===== src/rtl/immediate_decode_stage.sv =====
// LEGv8 immediate decode stage: extracts and extends the immediate field, computes
// the PC-relative branch target, and holds the result in a one-entry valid/ready register.
module immediate_decode_stage (
  input  logic        clk,
  input  logic        rst_n,
  input  logic        in_valid,
  output logic        in_ready,
  input  logic [31:0] instr,
  input  logic [63:0] pc,
  input  logic        flush,
  output logic        out_valid,
  input  logic        out_ready,
  output logic [63:0] imm,
  output logic [2:0]  imm_fmt,
  output logic [63:0] br_target,
  output logic [63:0] out_pc
);

  localparam logic [2:0] FMT_NONE  = 3'd0;
  localparam logic [2:0] FMT_I     = 3'd1;
  localparam logic [2:0] FMT_D     = 3'd2;
  localparam logic [2:0] FMT_CB    = 3'd3;
  localparam logic [2:0] FMT_B     = 3'd4;
  localparam logic [2:0] FMT_SHAMT = 3'd5;

  typedef enum logic {EMPTY = 1'b0, FULL = 1'b1} state_t;

  state_t      state_reg, state_next;
  logic [2:0]  fmt_next;
  logic [63:0] imm_next;
  logic [63:0] target_next;
  logic        accept;
  logic        consume;

  // Format decode; the first matching opcode group wins.
  always_comb begin
    fmt_next = FMT_NONE;
    imm_next = 64'd0;
    if (instr[31:26] == 6'b000101 || instr[31:26] == 6'b100101) begin
      fmt_next = FMT_B;
      imm_next = {{38{instr[25]}}, instr[25:0]};
    end else if (instr[31:24] == 8'b10110100 || instr[31:24] == 8'b10110101 ||
                 instr[31:24] == 8'b01010100) begin
      fmt_next = FMT_CB;
      imm_next = {{45{instr[23]}}, instr[23:5]};
    end else if (instr[31:21] == 11'b11111000010 || instr[31:21] == 11'b11111000000) begin
      fmt_next = FMT_D;
      imm_next = {{55{instr[20]}}, instr[20:12]};
    end else if (instr[31:22] == 10'b1001000100 || instr[31:22] == 10'b1101000100 ||
                 instr[31:22] == 10'b1001001000 || instr[31:22] == 10'b1011001000) begin
      fmt_next = FMT_I;
      imm_next = {52'd0, instr[21:10]};
    end else if (instr[31:21] == 11'b11010011011 || instr[31:21] == 11'b11010011010) begin
      fmt_next = FMT_SHAMT;
      imm_next = {58'd0, instr[15:10]};
    end
  end

  // Branch offsets are word-scaled; the add wraps modulo 2^64.
  always_comb begin
    target_next = 64'd0;
    if (fmt_next == FMT_B || fmt_next == FMT_CB) begin
      target_next = pc + {imm_next[61:0], 2'b00};
    end
  end

  assign out_valid = (state_reg == FULL);
  assign in_ready  = !out_valid || out_ready;
  assign accept    = in_valid && in_ready && !flush;
  assign consume   = out_valid && out_ready;

  always_comb begin
    state_next = state_reg;
    if (flush) begin
      state_next = EMPTY;
    end else begin
      case (state_reg)
        EMPTY:   if (accept) state_next = FULL;
        FULL:    if (consume && !accept) state_next = EMPTY;
        default: state_next = EMPTY;
      endcase
    end
  end

  always_ff @(posedge clk or negedge rst_n) begin
    if (!rst_n) begin
      state_reg <= EMPTY;
    end else begin
      state_reg <= state_next;
    end
  end

  // Data registers only move on accept, so they hold under stall and while empty.
  always_ff @(posedge clk or negedge rst_n) begin
    if (!rst_n) begin
      imm       <= 64'd0;
      imm_fmt   <= FMT_NONE;
      br_target <= 64'd0;
      out_pc    <= 64'd0;
    end else if (accept) begin
      imm       <= imm_next;
      imm_fmt   <= fmt_next;
      br_target <= target_next;
      out_pc    <= pc;
    end
  end

endmodule


===== config.mk =====
export PLATFORM = sky130hd
export DESIGN_NAME = immediate_decode_stage
export DESIGN_NICKNAME = d
export VERILOG_FILES = /design/src/rtl/immediate_decode_stage.sv
export SDC_FILE = /design/constraint.sdc
export NUM_CORES = 1
export LEC_CHECK = 0
export ABC_AREA = 1
export ABC_CLOCK_PERIOD_IN_PS = 1650
export CAP_MARGIN = 20
export CORE_ASPECT_RATIO = 1.4
export CORE_MARGIN = 2
export CORE_UTILIZATION = 35
export DETAILED_ROUTE_END_ITERATION = 6
export PLACE_DENSITY = 0.62
export SLEW_MARGIN = 10
export SYNTH_ARGS = -nofsm -noshare
export SYNTH_HDL_FRONTEND = slang
export SYNTH_SLANG_ARGS = --single-unit
export TNS_END_PERCENT = 10

===== constraint.sdc =====
create_clock -name clk -period 1.65 [get_ports clk]
set_input_delay 0.33 -clock clk [delete_from_list [all_inputs] [get_ports clk]]
set_output_delay 0.33 -clock clk [all_outputs]
set_load 0.02 [all_outputs]

==> run metrics <==
initial drt markers 790; Clock Latency Late Sink 0.46 ns; CTS tree yes; largest net degree at the start of global routing 51; Avg WL per Cell 18.57 um; # rows 81; Seq pwr share between 30% and 40%; Slew headroom 58.90%; met1 wire length 19060 um; most common cell in the netlist nand2_1; crit-path cells buf_8, inv_4, buf_6, nor4_4, nand3_2, nand2_4, nand2_2, a21oi_4, buf_6, ha_4, nand3_1, nand3_2, nand2_1, nand2_2, nand2_1, nand3_2, buf_4, xnor2_4, o21ai_1; vias in the first global route between 15000 and 20000; first-pass GRT wire length between 80000 and 90000 um; EDFF count, synth 0; slowest cell on the critical path nor4_4; GRT Total Usage approximately 30%; CTS root buf clkbuf_16; switching share of power 34.25%; RD Place Congestion between 0.9 and 1; CP arrival 2.99 ns; WP data required 2.02 ns; Num CTS Buffers 17; Reg clk slew, reported paths 0.07 ns; metal2 WL 31260 um; LEAKAGE 0.01157 uW; most frequent cells after synthesis 927 x nand2_1, 311 x inv_1, 158 x dfrtp_1, 107 x nor2_1, 66 x ha_1; Post-Route WL 56700 um; Yosys warnings 0; post-synth top area cell dfrtp_1; NumNets Final 2751; Top Ports 298; Synth Register Bits 158; final instance area 22840 um^2; share of the synthesized area in the top cell type roughly a third; worst hold path class input pin to async pin; core footprint between 30000 and 40000 um^2; endpoints failing hold 0; # port buffers 297; unrepaired setup endpoints after global routing true; failing checks setup timing; ys async rst share 100.0%; synthesized area per cell 6.317 um^2; most used cell, CP nand3_2; Placed Cells incl. Taps just under 3000; final period utilization 159.1%; area post-placement 17910 um^2; max layer used met4; internal power around 8500 uW; fin crit period around 2.6 ns; Initial DRT Pass Iterations 5; global route total overflow 0; VDD IR-drop max 678.7 uV; Setup-failing EPs final 259; Initial Util between 30% and 40%; Cell Area, Synth roughly 13000 um^2; clock share of power 30.6%; combinational share of power 35.6%; Synth area leaders dfrtp_1 32%, nand2_1 28%, inv_1 9.3%; Avg Vias per Cell 4.875; Clock Sinks 158; metal3 WL 2170 um; Startpoint Class input pin; CTS HTree Levels 4; RR Startpoint out_valid; via count about 15000; Die Y 227.6 um; kind of end point of the critical path register; worst path bufs/invs 5; CP delay by family, top simple AND/OR/NAND/NOR gates; CP Max Fanout 7; Mapped Cells 1979; Syn-to-layout area delta 82.68%; Power Density 564.3 nW/um^2; fmax 380.9 MHz; hpwl dp 42920 um; initial antenna violation count 1; Seq/Total Area, Yosys a little under a third; Final Instance Count excl. Fillers 3053; Final Max Tran Viols 0; Synth Flop Type dfrtp_1; Die ar. ~37000 um^2; CP Class input pin to register; Die Wd 163.7 um; Multi-input gate area 10260 um^2; Remaining DRCs 0; status finished with violations; Fill cells ~3000; Slew @ Worst Pin just over 0.6 ns; Yosys cell types 42; ratio of cells with drive above 1 in the final layout 41.68%; Sequential Area 3954 um^2; Setup Skew 0.009425 ns; post-route ant nets 0; final worst setup slack -0.9751 ns; Mapped Nets 2147; critical path's largest stage delay roughly 0.25 ns; total of max-cap violations 0; Clock Path Buffers 2; NetSw roughly 4400 uW; Worst Setup SP instr[25]
## power groups by stage
stage	Clock (uW)	Combinational, uW	Sequential (uW)
5_1_grt	4140	4880	4390
3_5_place_dp	0	3610	4430
4_1_cts	4010	4280	4360
3_3_place_gp	0	3580	4420
6_report	3950	4580	4360
2_1_floorplan	0	1200	4810
## metrics by stage
step	setup TNS [ns]	power [uW]	hold WS (ns)	util, %	setup WS [ns]
global route	-97.26	13410	0.3449	65.13	-1.065
finish	-80.49	12890	0.3412	65.13	-0.9751
global placement	-145.18	8002	0.2546	51.07	-2.251
floorplan	-64.66	6008	0.03441	-	-1.345
CTS	-84.99	12640	0.2953	61.51	-0.8937
detailed placement	-148.64	8036	0.2593	51.07	-2.282
## routing by layer
metal	track usage [%]	vias up
met4	20.71	0
met3	3.938	170
li1	-	7212
met5	0	-
met2	57.90	447
met1	28.64	7055
## kinds of logic (layout without fill, tap and decap cells)
kind of cell	after synthesis	after routing	synth area share, %
flops	158	158	31.63
xor+xnor	28	28	1.962
fa+ha+maj	67	67	6.765
simple gates	1179	1179	38.92
buf+inv	395	1012	13.97
other cells	0	1	0
compound gates	152	152	6.755
## flip-flops by register name (all words and copies together) (netlist names)
name	count
br_target	64
out_pc	64
imm	26
imm_fmt	3
out_valid	1
## timing repair
action,CTS,global route
gates cloned,4,0
buffers inserted,44,23
pin swaps,182,141
endpoints found under the setup margin,279,259
hold buffers,1,0
hold endpoints to repair,26,0
resized for setup,693,296
## area by class of cell
cell class                 instances  share of cell area, %
multi-input combinational       1426                  44.91
sequential                       158                  17.31
antenna                            1                0.01096
clock inverter                     9                 0.3780
inverter                         320                  5.659
timing repair buffer             660                  27.18
tap                              456                  2.498
clock buffer                      23                  2.049
## path summary, 6_finish.rpt
kind                            depth (start not counted)  slack [ns]            end
worst min register to register                          2        0.47     out_pc[29]
max in group asynchronous                               3        0.67     out_pc[37]
worst min-delay path                                    2        0.34      out_pc[5]
worst max-delay path                                   19       -0.98  br_target[25]
min in group clk                                        4        0.34        imm[23]
worst max register to register                          7       -0.01  br_target[25]
## worst register-to-register path: stages (launching register included)
cell	delay, ns
dfrtp_1	0.34
inv_1	0.04
nor2_1	0.19
nor3_4	0.08
inv_4	0.12
nor2_8	0.07
inv_2	0.45
o21ai_1	0.22
## placed cells by master, fill, tap and decap left out, types with 8 or more instances in the layout
master	n
inv_4	12
buf_8	8
o21ai_0	14
clkbuf_16	17
ha_4	61
nand2_2	203
nand3_2	47
dfrtp_1	158
o21ai_2	8
nand2_1	645
nand4_1	12
a21oi_4	22
a21oi_2	38
o21ai_1	32
inv_1	254
buf_6	50
clkdlybuf4s50_1	283
buf_4	293
buf_12	20
nand3_4	9
inv_2	47
nor3_2	10
nor2_2	36
nor2_4	34
nand2_4	77
nand3_1	28
nor2_1	41
nor3_4	10
a21oi_1	9
xnor2_2	15
Power figures use the tool's default switching activity.
